## src/rtl/unified_mem_arbiter_if.sv

```systemverilog
// Bundle of datapath-side and memory-side signals around the unified memory arbiter.
// The master modport is the arbiter's view; slave is the view of the datapath/memory environment.
interface unified_mem_arbiter_if #(
    parameter int ADDR_W = 32,
    parameter int DATA_W = 32
);
    logic [ADDR_W-1:0] if_adr;
    logic [DATA_W-1:0] if_inst;
    logic [ADDR_W-1:0] dm_adr;
    logic [DATA_W-1:0] dm_wdata;
    logic              dm_read;
    logic              dm_write;
    logic [DATA_W-1:0] dm_rdata;
    logic              pipe_stall;
    logic              mem_req;
    logic              mem_we;
    logic [ADDR_W-1:0] mem_adr;
    logic [DATA_W-1:0] mem_wdata;
    logic [DATA_W-1:0] mem_rdata;
    logic              mem_ack;
    logic              timeout_err;
    logic [31:0]       stall_cnt;

    modport master (
        input  if_adr, dm_adr, dm_wdata, dm_read, dm_write, mem_rdata, mem_ack,
        output if_inst, dm_rdata, pipe_stall, mem_req, mem_we, mem_adr, mem_wdata,
               timeout_err, stall_cnt
    );

    modport slave (
        output if_adr, dm_adr, dm_wdata, dm_read, dm_write, mem_rdata, mem_ack,
        input  if_inst, dm_rdata, pipe_stall, mem_req, mem_we, mem_adr, mem_wdata,
               timeout_err, stall_cnt
    );
endinterface

```

## src/rtl/unified_mem_arbiter.sv

```systemverilog
// Shares one single-port memory between instruction fetch and MEM-stage data access,
// freezing the pipeline until the data transaction (if any) and the fetch have both completed.
module unified_mem_arbiter #(
    parameter int ADDR_W  = 32,
    parameter int DATA_W  = 32,
    parameter int TIMEOUT = 255
) (
    input  logic                  clk,
    input  logic                  rst,
    unified_mem_arbiter_if.master bus
);
    localparam bit WDOG_EN = (TIMEOUT > 0);
    localparam int WCW     = $clog2(TIMEOUT + 2);
    localparam logic [WCW-1:0] WAIT_LAST = WDOG_EN ? WCW'(TIMEOUT - 1) : '0;

    typedef enum logic [1:0] {
        DECIDE,
        DATA_WAIT,
        FETCH_WAIT,
        RELEASE
    } state_e;

    state_e            state_q,      state_d;
    logic              memReq_q,     memReq_d;
    logic              memWe_q,      memWe_d;
    logic [ADDR_W-1:0] memAdr_q,     memAdr_d;
    logic [DATA_W-1:0] memWdata_q,   memWdata_d;
    logic [DATA_W-1:0] ifInst_q,     ifInst_d;
    logic [DATA_W-1:0] dmRdata_q,    dmRdata_d;
    logic              pipeStall_q,  pipeStall_d;
    logic              timeoutErr_q, timeoutErr_d;
    logic [31:0]       stallCnt_q,   stallCnt_d;
    logic [WCW-1:0]    waitCnt_q,    waitCnt_d;

    logic ackValid;
    logic timeoutHit;

    always_comb begin
        state_d      = state_q;
        memReq_d     = memReq_q;
        memWe_d      = memWe_q;
        memAdr_d     = memAdr_q;
        memWdata_d   = memWdata_q;
        ifInst_d     = ifInst_q;
        dmRdata_d    = dmRdata_q;
        pipeStall_d  = pipeStall_q;
        timeoutErr_d = timeoutErr_q;
        waitCnt_d    = waitCnt_q;
        stallCnt_d   = stallCnt_q + 32'(pipeStall_q);

        // An ack only counts while a request is outstanding; the watchdog fires on the last allowed silent cycle.
        ackValid   = bus.mem_ack && memReq_q;
        timeoutHit = WDOG_EN && !ackValid && (waitCnt_q == WAIT_LAST);

        case (state_q)
            DECIDE: begin
                waitCnt_d   = '0;
                memReq_d    = 1'b1;
                pipeStall_d = 1'b1;
                if (bus.dm_read || bus.dm_write) begin
                    state_d    = DATA_WAIT;
                    memAdr_d   = bus.dm_adr;
                    memWe_d    = bus.dm_write;
                    memWdata_d = bus.dm_wdata;
                end else begin
                    state_d  = FETCH_WAIT;
                    memAdr_d = bus.if_adr;
                    memWe_d  = 1'b0;
                end
            end

            DATA_WAIT: begin
                if (ackValid || timeoutHit) begin
                    state_d   = FETCH_WAIT;
                    waitCnt_d = '0;
                    memReq_d  = 1'b1;
                    memAdr_d  = bus.if_adr;
                    memWe_d   = 1'b0;
                    if (!memWe_q) begin
                        dmRdata_d = ackValid ? bus.mem_rdata : '0;
                    end
                    if (timeoutHit) begin
                        timeoutErr_d = 1'b1;
                    end
                end else if (WDOG_EN) begin
                    waitCnt_d = waitCnt_q + WCW'(1);
                end
            end

            FETCH_WAIT: begin
                if (ackValid || timeoutHit) begin
                    state_d     = RELEASE;
                    waitCnt_d   = '0;
                    memReq_d    = 1'b0;
                    memWe_d     = 1'b0;
                    pipeStall_d = 1'b0;
                    ifInst_d    = ackValid ? bus.mem_rdata : '0;
                    if (timeoutHit) begin
                        timeoutErr_d = 1'b1;
                    end
                end else if (WDOG_EN) begin
                    waitCnt_d = waitCnt_q + WCW'(1);
                end
            end

            RELEASE: begin
                state_d     = DECIDE;
                pipeStall_d = 1'b1;
            end

            default: begin
                state_d = DECIDE;
            end
        endcase
    end

    always_ff @(posedge clk) begin
        if (!rst) begin
            state_q      <= DECIDE;
            memReq_q     <= 1'b0;
            memWe_q      <= 1'b0;
            memAdr_q     <= '0;
            memWdata_q   <= '0;
            ifInst_q     <= '0;
            dmRdata_q    <= '0;
            pipeStall_q  <= 1'b1;
            timeoutErr_q <= 1'b0;
            stallCnt_q   <= '0;
            waitCnt_q    <= '0;
        end else begin
            state_q      <= state_d;
            memReq_q     <= memReq_d;
            memWe_q      <= memWe_d;
            memAdr_q     <= memAdr_d;
            memWdata_q   <= memWdata_d;
            ifInst_q     <= ifInst_d;
            dmRdata_q    <= dmRdata_d;
            pipeStall_q  <= pipeStall_d;
            timeoutErr_q <= timeoutErr_d;
            stallCnt_q   <= stallCnt_d;
            waitCnt_q    <= waitCnt_d;
        end
    end

    assign bus.if_inst     = ifInst_q;
    assign bus.dm_rdata    = dmRdata_q;
    assign bus.pipe_stall  = pipeStall_q;
    assign bus.mem_req     = memReq_q;
    assign bus.mem_we      = memWe_q;
    assign bus.mem_adr     = memAdr_q;
    assign bus.mem_wdata   = memWdata_q;
    assign bus.timeout_err = timeoutErr_q;
    assign bus.stall_cnt   = stallCnt_q;
endmodule

```

## src/flat_wrapper.sv

```systemverilog
// flat-port wrapper written by rule: the top's interface ports become plain ports
module unified_mem_arbiter_flat 
#(
    parameter int ADDR_W  = 32,
    parameter int DATA_W  = 32,
    parameter int TIMEOUT = 255
)
  (clk, rst, bus_if_adr, bus_dm_adr, bus_dm_wdata, bus_dm_read, bus_dm_write, bus_mem_rdata, bus_mem_ack, bus_if_inst, bus_dm_rdata, bus_pipe_stall, bus_mem_req, bus_mem_we, bus_mem_adr, bus_mem_wdata, bus_timeout_err, bus_stall_cnt);
  unified_mem_arbiter_if #(.ADDR_W(ADDR_W), .DATA_W(DATA_W)) bus_i ();
  input  logic clk;
  input  logic rst;
  input wire logic [$bits(bus_i.if_adr)-1:0] bus_if_adr;
  input wire logic [$bits(bus_i.dm_adr)-1:0] bus_dm_adr;
  input wire logic [$bits(bus_i.dm_wdata)-1:0] bus_dm_wdata;
  input wire logic [$bits(bus_i.dm_read)-1:0] bus_dm_read;
  input wire logic [$bits(bus_i.dm_write)-1:0] bus_dm_write;
  input wire logic [$bits(bus_i.mem_rdata)-1:0] bus_mem_rdata;
  input wire logic [$bits(bus_i.mem_ack)-1:0] bus_mem_ack;
  output wire logic [$bits(bus_i.if_inst)-1:0] bus_if_inst;
  output wire logic [$bits(bus_i.dm_rdata)-1:0] bus_dm_rdata;
  output wire logic [$bits(bus_i.pipe_stall)-1:0] bus_pipe_stall;
  output wire logic [$bits(bus_i.mem_req)-1:0] bus_mem_req;
  output wire logic [$bits(bus_i.mem_we)-1:0] bus_mem_we;
  output wire logic [$bits(bus_i.mem_adr)-1:0] bus_mem_adr;
  output wire logic [$bits(bus_i.mem_wdata)-1:0] bus_mem_wdata;
  output wire logic [$bits(bus_i.timeout_err)-1:0] bus_timeout_err;
  output wire logic [$bits(bus_i.stall_cnt)-1:0] bus_stall_cnt;
  assign bus_i.if_adr = bus_if_adr;
  assign bus_i.dm_adr = bus_dm_adr;
  assign bus_i.dm_wdata = bus_dm_wdata;
  assign bus_i.dm_read = bus_dm_read;
  assign bus_i.dm_write = bus_dm_write;
  assign bus_i.mem_rdata = bus_mem_rdata;
  assign bus_i.mem_ack = bus_mem_ack;
  assign bus_if_inst = bus_i.if_inst;
  assign bus_dm_rdata = bus_i.dm_rdata;
  assign bus_pipe_stall = bus_i.pipe_stall;
  assign bus_mem_req = bus_i.mem_req;
  assign bus_mem_we = bus_i.mem_we;
  assign bus_mem_adr = bus_i.mem_adr;
  assign bus_mem_wdata = bus_i.mem_wdata;
  assign bus_timeout_err = bus_i.timeout_err;
  assign bus_stall_cnt = bus_i.stall_cnt;
  unified_mem_arbiter #(.ADDR_W(ADDR_W), .DATA_W(DATA_W), .TIMEOUT(TIMEOUT)) u_core (.clk(clk), .rst(rst), .bus(bus_i));
endmodule
```

## config.mk

```make
export PLATFORM = sky130hd
export DESIGN_NAME = unified_mem_arbiter_flat
export DESIGN_NICKNAME = d
export VERILOG_FILES = /design/src/rtl/unified_mem_arbiter_if.sv /design/src/rtl/unified_mem_arbiter.sv /design/src/flat_wrapper.sv
export SDC_FILE = /design/constraint.sdc
export NUM_CORES = 1
export LEC_CHECK = 0
export ABC_AREA = 1
export ABC_CLOCK_PERIOD_IN_PS = 2300
export BUFFER_PORTS_ARGS = -buffer_cell sky130_fd_sc_hd__buf_4
export CORE_AREA = 4 4 119 177
export CTS_CLUSTER_DIAMETER = 80
export CTS_CLUSTER_SIZE = 8
export DETAILED_ROUTE_END_ITERATION = 6
export DIE_AREA = 0 0 123 181
export GPL_TIMING_DRIVEN = 0
export PLACE_DENSITY = 0.67
export SYNTH_ARGS = -nofsm -noshare
export SYNTH_HDL_FRONTEND = slang
export SYNTH_SLANG_ARGS = --single-unit
```

## constraint.sdc

```tcl
create_clock -name clk -period 2.3 [get_ports clk]
set_input_delay 0.345 -clock clk [delete_from_list [all_inputs] [get_ports clk]]
set_output_delay 0.345 -clock clk [all_outputs]
set_load 0.03 [all_outputs]
```

== Word level (Yosys, flattened, before mapping) ==
Index checks and enable logic that the tools add are counted.

* Reduce and logical (&&, ||, !) cells: 21
* Bitwise gates (word level): 1
* Muxes and demuxes: 16
* $add $sub $neg: 2
* Eq/ne operators: 7

{| class="wikitable"
|+ Operators with widths
! cell !! count
|-
| 2-to-1 mux 32 bit || 3
|-
| case mux 32 bit (2 select lines) || 1
|-
| adder 32 x 1 -> 32 bit || 1
|-
| case mux 9 bit (2 select lines) || 1
|-
| AND reduction 2 bit || 6
|-
| adder 9 x 1 -> 9 bit (second input constant) || 1
|-
| equality test 9 x 8 -> 1 bit (second input constant) || 1
|-
| 2-to-1 mux 9 bit || 1
|-
| AND reduction 3 bit || 3
|-
| case mux 2 bit (4 select lines) || 1
|-
| 2-to-1 mux 2 bit || 3
|-
| != test 2 x 1 -> 1 bit (second input constant) || 3
|-
| nonzero test 2 bit || 3
|-
| equality test 2 bit (second input constant) || 2
|-
| case mux 1 bit (2 select lines) || 2
|-
| OR reduction 2 bit || 2
|-
| 2-to-1 mux 1 bit || 3
|-
| case mux 1 bit (3 select lines) || 1
|-
| nonzero test 3 bit || 1
|-
| equality test 2 x 1 -> 1 bit (second input constant) || 1
|-
| logical AND 1 bit || 2
|-
| logical NOT 2 bit || 1
|-
| logical OR 1 bit || 2
|-
| logical NOT 1 bit || 1
|-
| inverter 1 bit || 1
|}

* Logic and storage cells: 58
* Bits in registers: 175
* Bits of input ports: 133
* Output and inout bits: 164

== Logic depth before layout (Yosys ltp) ==
Gate-level depths: netlist of the first run.

* Depth after elaboration: 6
* Mapped depth: 10
* Mapped depth without buffers: 10

== Worst setup path after synthesis of the first run ==
Ideal clock, no wire load.

* Path type: register -> register
* Start point: reg u_core.pipeStall_q (netlist: u_core.bus.pipe_stall)
* End point: reg u_core.stallCnt_q[18] (netlist: u_core.bus.stall_cnt[18])
* Cell stages (with the launch flop): 10
* Path slack: 540 ps
* Data arrival time: 1647 ps
* Buffers on the path: 0
* Data required time: 2187 ps
* Clock period less this slack: 1760 ps
* Setup time: 113 ps
* Cells stage by stage: dfxtp_1 ha_1 ha_1 nand2_1 nor2_2 nand2_1 inv_1 nand3_1 nor2_1 nor2_1

* Cells in the longest elaborated chain, start to end: 1

{| class="wikitable"
|+ Ends and longest elaborated chain
! what !! line !! text
|-
| from (decl) || unified_mem_arbiter.sv:30 || <nowiki>logic pipeStall_q, pipeStall_d;</nowiki>
|-
| from (signal assigned) || unified_mem_arbiter.sv:138 || <nowiki>pipeStall_q <= pipeStall_d;</nowiki>
|-
| adder 32 x 1 -> 32 bit || unified_mem_arbiter.sv:49 || <nowiki>stallCnt_d = stallCnt_q + 32'(pipeStall_q);</nowiki>
|-
| to (signal assigned) || unified_mem_arbiter.sv:140 || <nowiki>stallCnt_q <= stallCnt_d;</nowiki>
|-
| to (decl) || unified_mem_arbiter.sv:32 || <nowiki>logic [31:0] stallCnt_q, stallCnt_d;</nowiki>
|}

No other way between the ends.
A chain may end at the register's enable or synchronous reset.

== Final worst setup path of the first run ==
Same ends and word-level chain as after synthesis.

==> results.json, run 1 <==
{
  "synth_fp_nets": 1250,
  "hp-start": "bus_dm_wdata[9]",
  "die_x_um": 123,
  "root_buffer": "clkbuf_16",
  "globalplace.congestion": 0.8781,
  "synth_fa_ha_area_share_pct": 1.299,
  "core_mm2": 0.01963,
  "status": "finished clean",
  "dr.pass1.iters": 5,
  "min_to": "u_core.bus.mem_wdata[9]",
  "ys_seq_elements": 175,
  "antenna_cells": 0,
  "cp_data_arrival_time_ns": 2.24,
  "layout_commonest_cell": "nand2_1",
  "antenna_left": 0,
  "min_delay_path_depth": 3,
  "cts_tree": "built",
  "row_count": 63,
  "synth_mux_area_share_pct": 0,
  "ys_seq_area_share_pct": 45.46,
  "fp.dieArea_mm2": 0.02226,
  "multi_input_area_mm2": 0.003617,
  "grt.total_usage_pct": 22.75,
  "cp_cell_sequence": "ha_1 > ha_1 > nand2_1 > nor2_2 > nand2_1 > inv_1 > nand3_1 > nand2_1 > nand2_1 > nor2_1",
  "cpMaxStageDelayCell": "dfxtp_1",
  "final_cell_mix": "nand2_1 (337), buf_4 (295), dfxtp_1 (175), nor2_1 (162), a21oi_1 (129)",
  "synthTopCellsByArea": "dfxtp_1 (45%), nand2_1 (16%), a21oi_1 (8.4%)",
  "synth-xor-area-share_pct": 0.6819,
  "wl_per_cell_um": 15.36,
  "start_kind": "register",
  "end_kind": "register",
  "dpl_cell_area_mm2": 0.01025,
  "fill_cells": 1937,
  "period_needed_ns": 1.882,
  "tightest_slew_ns": 0.6440,
  "finalClockSkew_ns": 0.008308,
  "via_per_inst": 4.817,
  "crit_path_frequent_cell": "nand2_1",
  "slew_headroom_pct": 57.07,
  "wirelength_mm": 26.05,
  "start_util_pct": 39.26,
  "drive_gt1_share_pct": 26.11,
  "setup_viol": 0,
  "synth.distinct_cells": 28,
  "cts_setup_buffers": 0,
  "cellPowerDensity_mw_per_mm2": 1026,
  "first_global_vias": 7815,
  "finalHoldViolCount": 0,
  "synth_warnings": 0,
  "crit_family": "simple AND/OR/NAND/NOR gates",
  "clock-sinks": 175,
  "dr_total_vias": 8169,
  "netlist.area_leader.share_pct": 45.46,
  "dieHeight_um": 181,
  "cts_buffer_depth": 2,
  "drc": 0,
  "cap_violations": 0,
  "rsz0062_at_grt": "no",
  "slew_violations": 0,
  "nets": 1564,
  "ff2ff_path_depth": 10,
  "cp_slowest_stage_delay_ns": 0.40,
  "reg2reg_slack_ns": 0.42,
  "avgSynthCellArea_um2": 6.949,
  "vdd_ir_drop_max_v": 0.0006504,
  "hold_class": "in -> reg",
  "synth_top_area_cell": "dfxtp_1",
  "grt_max_degree": 17,
  "required_ns": 2.66,
  "syn-cell-area_mm2": 0.007706,
  "leakage_nw": 4.834,
  "syn_inst": 1109,
  "tns_ns": 0,
  "synth_compound_area_share_pct": 11.74,
  "path_clk_slew_ns": 0.06,
  "max_freq_ghz": 0.5314,
  "synth_top_family_by_area": "simple AND/OR/NAND/NOR gates",
  "post-dp-hpwl_mm": 20.14,
  "num_io_pins": 297,
  "yosys.area_share.simple_pct": 33.22,
  "synthToLayoutAreaGrowth_pct": 40.87,
  "clk_latency_ns": 0.43,
  "fin_area_mm2": 0.01086,
  "cts_buffers": 17,
  "crit_fanout": 6,
  "ctsResizeCount": 0,
  "gr-total-overflow": 0,
  "seqCellArea_mm2": 0.003503,
  "antenna_found_initial": 0,
  "period_share_pct": 81.81,
  "port_buffers": 295,
  "postCtsHoldBufs": 0,
  "grt_pass1_wl_mm": 39.91,
  "r2r-start": "u_core.bus.pipe_stall",
  "worstSetupPathType": "reg -> reg",
  "worst-path-buf-inv": 1,
  "htreeDepth": 4,
  "dr.first_iter.drc_count": 416,
  "rr_endpoint": "u_core.bus.stall_cnt[18]"
}
-- how the worst max path moves through the flow --
stage | start | endpoint | cells after the start
after floorplan | u_core.bus.pipe_stall | u_core.bus.stall_cnt[18] | 9
after global placement | u_core.bus.pipe_stall | u_core.bus.stall_cnt[18] | 10
after detailed placement | u_core.state_q[1] | u_core.bus.mem_wdata[15] | 8
after CTS | u_core.bus.pipe_stall | u_core.bus.stall_cnt[18] | 10
after global routing | u_core.bus.pipe_stall | u_core.bus.stall_cnt[18] | 10
final | u_core.bus.pipe_stall | u_core.bus.stall_cnt[18] | 10
-- worst register-to-register path, cell delays in order (launching register included) --
cell,delay [ns]
dfxtp_1,0.40
ha_1,0.22
ha_1,0.22
nand2_1,0.10
nor2_2,0.24
nand2_1,0.17
inv_1,0.14
nand3_1,0.12
nand2_1,0.09
nand2_1,0.04
nor2_1,0.09
-- sequential cells by signal, indices dropped and copies added, names as in the netlist --
register	cells
u_core.bus.dm_rdata	32
u_core.bus.mem_req	1
u_core.bus.mem_adr	32
u_core.bus.stall_cnt	32
u_core.state_q	2
u_core.bus.mem_wdata	32
u_core.bus.pipe_stall	1
u_core.bus.mem_we	1
u_core.bus.timeout_err	1
u_core.waitCnt_q	9
u_core.bus.if_inst	32
-- logic make-up after synthesis --
kind of cell,count (synthesis)
XOR/XNOR,6
flip-flops,175
AND/OR/NAND/NOR,617
AO/OA/AOI/OAI,178
adder cells (fa/ha/maj),8
buffers and inverters,125
-- power breakdown --
part | switching [W] | leakage (nW) | internal, W
logic | 0.00286 | 3.11 | 0.00150
registers | 0.000269 | 1.43 | 0.00353
clock network | 0.00119 | 0.300 | 0.00179
total | 0.00431 | 4.83 | 0.00682
-- cell type report --
type	instances	area share, %
Inverter	67	2.317
Multi-Input combinational cell	809	33.32
Tap cell	260	2.997
Clock inverter	10	1.245
Clock buffer	22	4.368
Buffer	58	3.077
Sequential cell	175	32.27
Timing Repair Buffer	295	20.40
-- routing by layer --
| metal | wire length (µm) | global-route usage, % | vias to the layer above |
|---|---|---|---|
| met5 | 0 | 0 | - |
| met4 | 766 | 8.647 | 0 |
| met3 | 1789 | 5.763 | 40 |
| met2 | 13510 | 41.88 | 255 |
| met1 | 9982 | 24.43 | 3697 |
| li1 | - | - | 4177 |
-- cells in the mapped netlist --
master	number
nand4_1	2
nor3_1	5
o21ai_2	1
ha_1	8
nand3_2	1
nor3b_1	1
o21a_1	3
or2_0	1
nor2_4	1
xor2_1	6
nand2_2	5
nand3_4	1
inv_1	64
nand3_1	78
nand2_4	3
nor2_1	162
buf_1	3
a21oi_1	129
inv_2	3
buf_2	15
nor2_2	7
nand2_1	337
nand3b_1	13
clkbuf_1	27
buf_6	13
a211oi_1	1
o21ai_0	44
dfxtp_1	175
-- metrics by stage --
step | setup slack (ns) | total power (W) | utilization (%) | std cells | hold slack [ns]
finish | 0.4183 | 0.01113 | 55.31 | 1696 | 0.1418
global route | 0.2145 | 0.01179 | 55.31 | 1696 | 0.1235
CTS | 0.4197 | 0.01124 | 55.31 | 1696 | 0.1212
detailed placement | 0.4457 | 0.008241 | 52.20 | 1664 | 0.4507
global placement | 0.4865 | 0.008208 | 52.20 | 1664 | 0.4430
floorplan | 0.5402 | 0.006639 | - | 1109 | 0.4385
Power figures use the tool's default switching activity.
==> run 2, diff against run 1 <==
Settings changed: ABC_CLOCK_PERIOD_IN_PS 2300 to 1800.
Clock period 2.3 ns to 1.8 ns, I/O delays scaled along.
==> results.json, run 2 (synthesis results as in run 1) <==
{
  "vdd_ir_drop_max_v": 0.0008437,
  "hp-start": "bus_dm_wdata[0]",
  "tightest_slew_ns": 0.6230,
  "grt_max_degree": 17,
  "cts_buffers": 17,
  "period_share_pct": 92.44,
  "slew_headroom_pct": 58.47,
  "dr.pass1.iters": 5,
  "status": "finished clean",
  "cts_buffer_depth": 2,
  "clkPwrFrac_pct": 26.6,
  "dpl_cell_area_mm2": 0.01025,
  "die_x_um": 123,
  "cap_violations": 0,
  "antenna_cells": 0,
  "period_needed_ns": 1.664,
  "dr_total_vias": 8164,
  "switching_share_pct": 38.73,
  "globalplace.congestion": 0.8781,
  "first_global_vias": 7820,
  "root_buffer": "clkbuf_16",
  "cts_tree": "built",
  "setup_viol": 0,
  "port_buffers": 295,
  "via_per_inst": 4.811,
  "fp.dieArea_mm2": 0.02226,
  "post-dp-hpwl_mm": 20.14,
  "switchingPower_w": 0.005553,
  "crit_start": "u_core.state_q[1]",
  "htreeDepth": 4,
  "final_cell_mix": "nand2_1 (334), buf_4 (300), dfxtp_1 (174), nor2_1 (161), a21oi_1 (128)",
  "start_kind": "register",
  "drive_gt1_share_pct": 27.56,
  "clock-sinks": 175,
  "stdcell_count": 1697,
  "start_util_pct": 39.26,
  "finalHoldViolCount": 0,
  "postCtsHoldBufs": 0,
  "dieHeight_um": 181,
  "layout_commonest_cell": "nand2_1",
  "drc": 0,
  "dr.first_iter.drc_count": 374,
  "dpl.cell_count": 1664,
  "grt.total_usage_pct": 22.75,
  "power.share.combinational_pct": 39.5,
  "clk_latency_ns": 0.43,
  "crit_fanout": 10,
  "hold_class": "in -> reg",
  "seqPwrFrac_pct": 33.9,
  "row_count": 63,
  "end_kind": "register",
  "rsz0062_at_grt": "yes",
  "finalClockSkew_ns": 0.007631,
  "wl_per_cell_um": 15.37,
  "max_freq_ghz": 0.6010,
  "slew_violations": 0,
  "path_clk_slew_ns": 0.06,
  "num_io_pins": 297,
  "p_int_w": 0.008785,
  "grt_pass1_wl_mm": 39.92,
  "required_ns": 2.15,
  "cp_data_arrival_time_ns": 2.02,
  "nets": 1565,
  "cellPowerDensity_mw_per_mm2": 1311,
  "core_mm2": 0.01963,
  "antenna_left": 0,
  "antenna_found_initial": 0,
  "leakage_nw": 4.879,
  "wirelength_mm": 26.08,
  "worstSetupPathType": "reg -> reg",
  "gr-total-overflow": 0,
  "fin_area_mm2": 0.01094,
  "synthToLayoutAreaGrowth_pct": 41.97,
  "r2r-start": "u_core.state_q[1]",
  "fill_cells": 1935
}
-- run 2: cell types whose count changed in the layout (fill, tap and decap cells not counted), sizes merged --
| cell | previous run | this run |
|---|---|---|
| buf | 326 | 325 |
| clkbuf | 49 | 51 |
-- run 2: through the flow --
stage | hold slack, ns | total power, W | setup TNS [ns] | worst slack [ns] | utilization (%)
global route | 0.04854 | 0.01517 | -0.005058 | -0.003305 | 55.74
global placement | 0.4430 | 0.01049 | -0.1331 | -0.01353 | 52.20
detailed placement | 0.4507 | 0.01053 | -1.070 | -0.05432 | 52.20
CTS | 0.04624 | 0.01438 | 0 | 0.01254 | 55.38
finish | 0.06452 | 0.01434 | 0 | 0.1360 | 55.74
floorplan | 0.4049 | 0.008483 | 0 | 0.04025 | -
-- run 2: timing repair --
action                                  in CTS  in global routing
resized for setup                            4                 36
endpoints found under the setup margin      38                107
pin swaps                                    0                  2
setup buffers                                0                  1
-- run 2: area by class of cell --
cell class	instances	area [µm²]	share of cell area, %
plain buffers	58	355.3	3.248
well taps	260	325.3	2.973
repair buffers	296	2222	20.31
clock buffers	22	474.2	4.334
clock inverters	10	135.1	1.235
inverters	67	251.5	2.299
flip-flops and latches	175	3505	32.03
multi-input cells	809	3672	33.57
-- run 2: critical path, stage by stage, from the launching register on --
cell and delay (ns):
dfxtp_1 0.34, inv_1 0.10, ha_2 0.26, inv_2 0.10
o21ai_2 0.16, buf_4 0.27, nand2_1 0.07, nand2_1 0.08
nand3_1 0.08, a21oi_1 0.15
-- run 2: power by group through the flow --
stage                     Combinational, W  Clock (W)  Sequential [W]
after global routing               0.00615    0.00408         0.00495
after floorplan                    0.00239          0         0.00610
after CTS                          0.00563    0.00389         0.00486
after detailed placement           0.00560          0         0.00493
final                              0.00566    0.00381         0.00486
after global placement             0.00558          0         0.00491
-- run 2: per-layer routing --
layer  GRT usage [%]  wire length, µm  up-vias
li1                -                -     4180
met1           24.37            10020     3714
met2           41.95            13560      232
met3           5.763             1754       38
met4           8.647              746        0
met5               0                0        -
-- run 2: path summary, 6_finish.rpt --
path	to	slack, ns	cells after the start
min reg2reg	u_core.bus.if_inst[17]	0.46	2
min	u_core.bus.mem_wdata[0]	0.06	3
max reg2reg	u_core.bus.mem_adr[22]	0.14	9
max	u_core.bus.mem_adr[22]	0.14	9
==> run 3, diff against run 2 <==
Settings changed: REMOVE_ABC_BUFFERS set to 1.
==> results.json, run 3 (synthesis results as in run 1) <==
{
  "hold_class": "in -> reg",
  "layout_commonest_cell": "nand2_1",
  "dr.pass1.iters": 5,
  "grt.total_usage_pct": 22.50,
  "cp_cell_sequence": "inv_1 > ha_2 > clkinvlp_4 > buf_4 > buf_4 > nand2_4 > nand3_1 > a21oi_1",
  "postCtsHoldBufs": 0,
  "path_clk_slew_ns": 0.07,
  "setup_viol": 0,
  "start_kind": "register",
  "leakage_nw": 4.840,
  "finalHoldViolCount": 0,
  "end_kind": "register",
  "drive_gt1_share_pct": 28.22,
  "crit_fanout": 17,
  "cpMaxStageDelayCell": "dfxtp_2",
  "via_per_inst": 4.874,
  "synthToLayoutAreaGrowth_pct": 43.81,
  "required_ns": 2.16,
  "first_global_vias": 7629,
  "wirelength_mm": 26.29,
  "dpl.cell_count": 1608,
  "row_count": 63,
  "cap_violations": 0,
  "grt_pass1_wl_mm": 39.81,
  "stdcell_count": 1674,
  "die_x_um": 123,
  "slew_headroom_pct": 38.87,
  "tns_ns": 0,
  "fp.dieArea_mm2": 0.02226,
  "cp_data_arrival_time_ns": 2.06,
  "core_mm2": 0.01963,
  "crit_path_frequent_cell": "buf_4",
  "cellPowerDensity_mw_per_mm2": 1351,
  "antenna_found_initial": 0,
  "grt_max_degree": 71,
  "drc": 0,
  "max_freq_ghz": 0.5883,
  "finalPower_w": 0.01497,
  "tightest_slew_ns": 0.9135,
  "cts_buffers": 17,
  "period_share_pct": 94.43,
  "gr-total-overflow": 0,
  "finalClockSkew_ns": 0.01152,
  "cp_slowest_stage_delay_ns": 0.35,
  "slew_violations": 0,
  "final_cell_mix": "nand2_1 (334), buf_4 (315), dfxtp_1 (172), nor2_1 (161), a21oi_1 (128)",
  "cts_tree": "built",
  "dieHeight_um": 181,
  "port_buffers": 296,
  "cts_buffer_depth": 2,
  "clk_latency_ns": 0.43,
  "holdWs_ns": 0.05769,
  "rsz0062_at_grt": "yes",
  "num_io_pins": 297,
  "start_util_pct": 39.26,
  "wl_per_cell_um": 15.70,
  "globalplace.congestion": 0.8414,
  "post-dp-hpwl_mm": 16.53,
  "antenna_cells": 0,
  "clock-sinks": 175,
  "vdd_ir_drop_max_v": 0.0006450,
  "antenna_left": 0,
  "nets": 1542,
  "dr_total_vias": 8159,
  "dr.first_iter.drc_count": 511,
  "worstSetupPathType": "reg -> reg",
  "period_needed_ns": 1.700,
  "status": "finished clean",
  "root_buffer": "clkbuf_16",
  "htreeDepth": 4
}
-- run 3: changes by cell type in the layout (fill, tap and decap cells not counted), moves of 4 or more --
cell,before,now
clkbuf_1,22,1
buf_4,300,315
buf_6,13,1
buf_2,11,0
clkbuf_2,9,0
nand2_8,1,6
inv_2,5,1
inv_6,0,4
-- run 3: stage by stage --
stage               setup slack (ns)  utilization (%)  cell area (µm²)
detailed placement            -1.079            50.74             9960
global placement              -1.505            50.54             9920
finish                        0.1003            56.46            11080
global route                -0.02952            56.46            11080
floorplan                    -0.5168                -             7372
CTS                          0.01167            55.21            10840
-- run 3: cell type report --
cell class	instances	area, µm²
flip-flops and latches	175	3507
clock inverters	13	175.2
repair buffers	321	2474
clock buffers	19	442.9
well taps	260	325.3
inverters	67	265.3
fillers	1886	8546
multi-input cells	819	3892
-- run 3: timing repair --
item / 4_1_cts / 5_1_grt
gates cloned: 6 / 4
resized for setup: 27 / 17
endpoints found under the setup margin: 134 / 131
pin swaps: 3 / 7
setup buffers: 7 / 17
-- run 3: report_power, final --
part | total, W | internal, W | switching, W
registers | 0.00490 | 0.00451 | 0.000386
clock network | 0.00388 | 0.00225 | 0.00163
logic | 0.00619 | 0.00211 | 0.00408
-- run 3: critical path, delay by kind of cell, from the launching register on --
kind / cells / cell delay (ns)
AOI/OAI and AO/OA: 1 / 0.15
adders and majority gates: 1 / 0.25
buffers and inverters: 4 / 0.57
DFF: 1 / 0.35
and+or+nand+nor: 2 / 0.32
-- run 3: path summary, 6_finish.rpt --
check	end	startpoint	depth (start not counted)	slack [ns]
worst max register to register	u_core.bus.mem_adr[22]	u_core.state_q[1]	8	0.10
worst min register to register	u_core.bus.timeout_err	u_core.bus.timeout_err	2	0.45
worst min-delay path	u_core.bus.mem_wdata[12]	bus_dm_wdata[12]	3	0.06
worst max-delay path	u_core.bus.mem_adr[22]	u_core.state_q[1]	8	0.10
-- run 3: per-layer routing --
metal / track usage [%] / wire, µm / vias up
met1: 26.03 / 10270 / 3719
met5: 0 / 0 / -
li1: - / - / 4141
met3: 5.199 / 1589 / 44
met4: 7.938 / 731 / 0
met2: 39.98 / 13700 / 255
